--- src/rtl/pending_serve32.sv ---
// Pending-request bitmap with a single registered output slot that serves
// the highest-index pending request, with a valid/ready handshake.
module pending_serve32 (
  input  logic        clk,
  input  logic        rst,
  input  logic [31:0] set_bits,
  input  logic        clear_all,
  output logic        out_valid,
  input  logic        out_ready,
  output logic [4:0]  out_index,
  output logic [31:0] pending,
  output logic [5:0]  pending_cnt,
  output logic        overflow
);

  localparam int unsigned N      = 32;
  localparam int unsigned IDX_W  = 5;
  localparam int unsigned CNT_W  = 6;

  logic [N-1:0]     pending_q, pending_d;
  logic [CNT_W-1:0] cnt_q, cnt_d;
  logic             out_valid_q, out_valid_d;
  logic [IDX_W-1:0] out_index_q, out_index_d;
  logic             overflow_q, overflow_d;

  logic             fire;
  logic             reload;
  logic [N-1:0]     served_mask;
  logic [N-1:0]     candidate;
  logic [N-1:0]     pending_next;
  logic             cand_any;
  logic [IDX_W-1:0] cand_idx;

  // Handshake and next pending vector; a fresh set wins over the served clear.
  always_comb begin
    fire         = out_valid_q & out_ready;
    served_mask  = fire ? (N'(1) << out_index_q) : '0;
    candidate    = pending_q & ~served_mask;
    pending_next = candidate | set_bits;
    reload       = ~out_valid_q | fire;
  end

  // Highest-index set bit of the candidate; later iterations override earlier ones.
  always_comb begin
    cand_any = 1'b0;
    cand_idx = '0;
    for (int i = 0; i < N; i++) begin
      if (candidate[i]) begin
        cand_any = 1'b1;
        cand_idx = IDX_W'(i);
      end
    end
  end

  // Next-state for pending, count, output slot and sticky overflow.
  always_comb begin
    pending_d   = pending_next;
    cnt_d       = '0;
    out_valid_d = out_valid_q;
    out_index_d = out_index_q;
    overflow_d  = overflow_q | (|(set_bits & pending_q & ~served_mask));

    for (int i = 0; i < N; i++) begin
      cnt_d = cnt_d + CNT_W'(pending_next[i]);
    end

    if (reload) begin
      out_valid_d = cand_any;
      if (cand_any) begin
        out_index_d = cand_idx;
      end
    end

    // Flush retracts the presentation without a handshake; out_index is left as is.
    if (clear_all) begin
      pending_d   = '0;
      cnt_d       = '0;
      out_valid_d = 1'b0;
      overflow_d  = 1'b0;
    end
  end

  always_ff @(posedge clk) begin
    if (rst) begin
      pending_q   <= '0;
      cnt_q       <= '0;
      out_valid_q <= 1'b0;
      out_index_q <= '0;
      overflow_q  <= 1'b0;
    end else begin
      pending_q   <= pending_d;
      cnt_q       <= cnt_d;
      out_valid_q <= out_valid_d;
      out_index_q <= out_index_d;
      overflow_q  <= overflow_d;
    end
  end

  assign pending     = pending_q;
  assign pending_cnt = cnt_q;
  assign out_valid   = out_valid_q;
  assign out_index   = out_index_q;
  assign overflow    = overflow_q;

endmodule

--- config.mk ---
export PLATFORM = sky130hd
export DESIGN_NAME = pending_serve32
export DESIGN_NICKNAME = d
export VERILOG_FILES = /design/src/rtl/pending_serve32.sv
export SDC_FILE = /design/constraint.sdc
export NUM_CORES = 1
export LEC_CHECK = 0
export CAP_MARGIN = 30
export CORE_MARGIN = 10
export CORE_UTILIZATION = 50
export CTS_BUF_LIST = sky130_fd_sc_hd__clkbuf_8
export DETAILED_ROUTE_END_ITERATION = 12
export GPL_ROUTABILITY_DRIVEN = 0
export GPL_TIMING_DRIVEN = 0
export PLACE_DENSITY = 0.81
export SLEW_MARGIN = 20
export SYNTH_ARGS = -nofsm -noshare
export SYNTH_HDL_FRONTEND = slang
export SYNTH_SLANG_ARGS = --single-unit
--- constraint.sdc ---
create_clock -name clk -period 9.1 [get_ports clk]
set_clock_uncertainty 0.1 [all_clocks]
set_input_delay 1.82 -clock clk [delete_from_list [all_inputs] [get_ports clk]]
set_output_delay 1.82 -clock clk [all_outputs]
set_load 0.01 [all_outputs]
==> flow_metrics.tcl <==
set metrics [dict create \
    drc 0 \
    final_layout_size_suffix_gt1_share_pct 7.17 \
    async_reset_ff_share_pct 0 \
    crit_path_end_kind "flop" \
    r2r_start "out_valid" \
    final_critical_path_setup_slack_ns 1.20 \
    critical_path_peak_fanout 10 \
    initial_utilization_pct 52.7 \
    syn_avg_cell_area_um2 8.87 \
    critical_path_class "input pin to flop" \
    global_route.overflow_total 0 \
    synthTopCellsByCount "sky130_fd_sc_hd__dfxtp_1, sky130_fd_sc_hd__nor2_1, sky130_fd_sc_hd__inv_1" \
    tightest_slew_ns 0.694 \
    total_core_area_um2 6030 \
    ctsHtreeMaxLevel 2 \
    fp.dieArea_um2 9940 \
    num-nets-final 512 \
    pwr_density_cell_nw_per_um2 239 \
    insertedDiodeCount 0 \
    std_cell_rows 28 \
    synth_edf_count 0 \
    areaGrowthSynthToFinish_pct 31.7 \
    finalHoldViolations 0 \
    timing.fmax_mhz 127 \
    routed_wire_length_per_instance_um 20.5 \
    worst_r2r_path_depth 20 \
    grtUsageTotal_pct 20.9 \
    dpl_worst_slack_ns 0.942 \
    route.antenna.remaining_nets 0 \
    dp_hpwl_um 8700 \
    worst_ep_required_time_ns 9.18 \
    cts_setup_buffers 0 \
    synth-seq-cells 45 \
    io_pins 81 \
    cts.root.buffer_cell "sky130_fd_sc_hd__clkbuf_8" \
    grt_first_pass_wirelength_um 16500 \
    timing.critical_path.from_type "input pin" \
    critical_path.startpoint "out_ready" \
    synth.lib_cells_used.distinct 54 \
    status "finished, final reports clean" \
    synthFlopType "sky130_fd_sc_hd__dfxtp_1" \
    unrepaired_setup_endpoints_after_global_routing "no" \
    drv_slew 0 \
    max-clock-path-buffers 2 \
    vias 3167 \
    die_width_um 99.7 \
    total_iterations_of_the_first_detailed_routing_run 5 \
    tritoncts "yes" \
    cts_sinks 45 \
    ys.warnings.count 0 \
    worst_skew_pair_latency_ns 0.31 \
    cts_made_buffers 5 \
    yosysTopAreaCell "sky130_fd_sc_hd__dfxtp_1" \
    grt_start_max_net_pins 15 \
    viasPerCell 6.08 \
    final-setup-viol-count 0 \
    synth.most_common_cell "sky130_fd_sc_hd__dfxtp_1" \
    power_leakage_nw 1.67 \
    die_span_in_y_um 99.7 \
    maxCapViolations 0 \
    irDropWorstVdd_uv 555 \
    clk_pin_slew_worst_paths_ns 0.09 \
    part_of_the_yosys_area_used_for_sequential_elements_pct 28.4 \
    maxSlewHeadroom_pct 53.7 \
    grt_pass1_vias 3046 \
    fin_setup_tns_ns 0 \
    cell_area_after_synthesis_um2 3170 \
    cts_hold_repair.buffers 0 \
    min-delay-path-class "flop to flop" \
    min_path_cells 2 \
    cts_repair_resize_count 0 \
    antenna_found_initial 0 \
    synthesis.instances 358 \
    drt_iter0_markers 357 \
    syn-num-nets 425 \
    worst_endpoint_data_arrival_time_ns 7.97 \
    hold_path_startpoint "out_index[4]" \
    finalCriticalPeriod_ns 7.90 \
    netlist.area_leader.share_pct 28.4 \
    detail_route.wirelength_um 10700 \
    final_min_period_over_clock_period_pct 86.8 \
    post-route-util_pct 69.4 \
    place.port_buffers 80 \
    post_synth_main_area_contributors "sky130_fd_sc_hd__dfxtp_1, sky130_fd_sc_hd__fa_1, sky130_fd_sc_hd__o21a_1" \
]
routing by layer:
metal | share of wire (%) | vias up | wire length (um) | global-route usage (%)
li1 | - | 1448 | - | -
met1 | 40 | 1483 | 4300 | 25.8
met2 | 47 | 204 | 5010 | 34.0
met3 | 10 | 32 | 1090 | 5.61
met4 | 2.6 | 0 | 281 | 7.39
met5 | 0 | - | 0 | 0
final cells by class:
| class | instances | area, um2 |
|---|---|---|
| buffer | 11 | 65.1 |
| multi-input combinational | 271 | 2090 |
| clock inverter | 3 | 42.5 |
| clock buffer | 5 | 68.8 |
| tap | 75 | 93.8 |
| sequential | 45 | 901 |
| fill | 475 | 1850 |
| timing repair buffer | 80 | 801 |
| inverter | 31 | 116 |
logic make-up (layout without fill, tap and decap cells):
group,count (synthesis),after routing,synth area share [%]
xor+xnor,3,3,0.828
flops,45,45,28.4
fa+ha+maj,31,31,17.9
simple gates,128,128,22.9
compound gates,109,109,24.2
buf+inv,42,130,5.72
per-stage QoR:
step                cells  total power [mW]  hold slack [ns]  area (um2)
floorplan             358             0.697            0.428        3170
global route          521              1.09            0.508        4180
CTS                   521              1.00            0.479        4180
finish                521             0.998            0.467        4180
detailed placement    513             0.849            0.466        4070
global placement      513             0.830            0.424        4070
cells in the final DEF, fill, tap and decap left out, drive strengths merged, types with 4 or more instances in the layout:
cell type	synthesis	final
clkdlybuf4s50	0	80
dfxtp	45	45
nor2	37	37
inv	31	32
o21a	26	26
fa	24	24
o21ai	24	24
a21oi	18	18
nor2b	18	18
or2	14	14
nand2	13	13
nand2b	12	12
clkbuf	7	12
nor3	8	8
ha	7	7
nand4	6	6
o32ai	5	5
a22oi	5	5
a211oi	5	5
buf	4	4
or3b	4	4
sequential cells by signal, summed over array words and instances, names as in the netlist:
register and flops:
out_valid 1, pending 32, pending_cnt 6, out_index 5, overflow 1
power by group:
group | internal [mW] | switching, mW
Sequential | 0.216 | 0.0115
Combinational | 0.292 | 0.323
Clock | 0.0815 | 0.0751
worst paths after layout:
check                                       to  slack (ns)
worst max-delay path            pending_cnt[4]        1.20
worst min-delay path              out_index[4]        0.47
worst max register to register  pending_cnt[4]        2.83
worst min register to register    out_index[4]        0.47
worst max-delay path: stages:
cell and delay [ns]:
sky130_fd_sc_hd__clkdlybuf4s50_1 0.56, sky130_fd_sc_hd__nand4b_1 0.34, sky130_fd_sc_hd__clkbuf_1 0.32, sky130_fd_sc_hd__o21a_1 0.30, sky130_fd_sc_hd__or2_2 0.36, sky130_fd_sc_hd__fa_1 0.48, sky130_fd_sc_hd__fa_1 0.54, sky130_fd_sc_hd__inv_1 0.05
sky130_fd_sc_hd__fa_1 0.48, sky130_fd_sc_hd__fa_1 0.56, sky130_fd_sc_hd__inv_1 0.05, sky130_fd_sc_hd__fa_1 0.47, sky130_fd_sc_hd__fa_1 0.52, sky130_fd_sc_hd__ha_1 0.18, sky130_fd_sc_hd__inv_1 0.07, sky130_fd_sc_hd__fa_1 0.45
sky130_fd_sc_hd__inv_1 0.07, sky130_fd_sc_hd__a21o_1 0.10, sky130_fd_sc_hd__a21oi_1 0.07, sky130_fd_sc_hd__xor2_1 0.13, sky130_fd_sc_hd__nor2_1 0.05
Note: power is estimated with default switching activity, not from simulation.
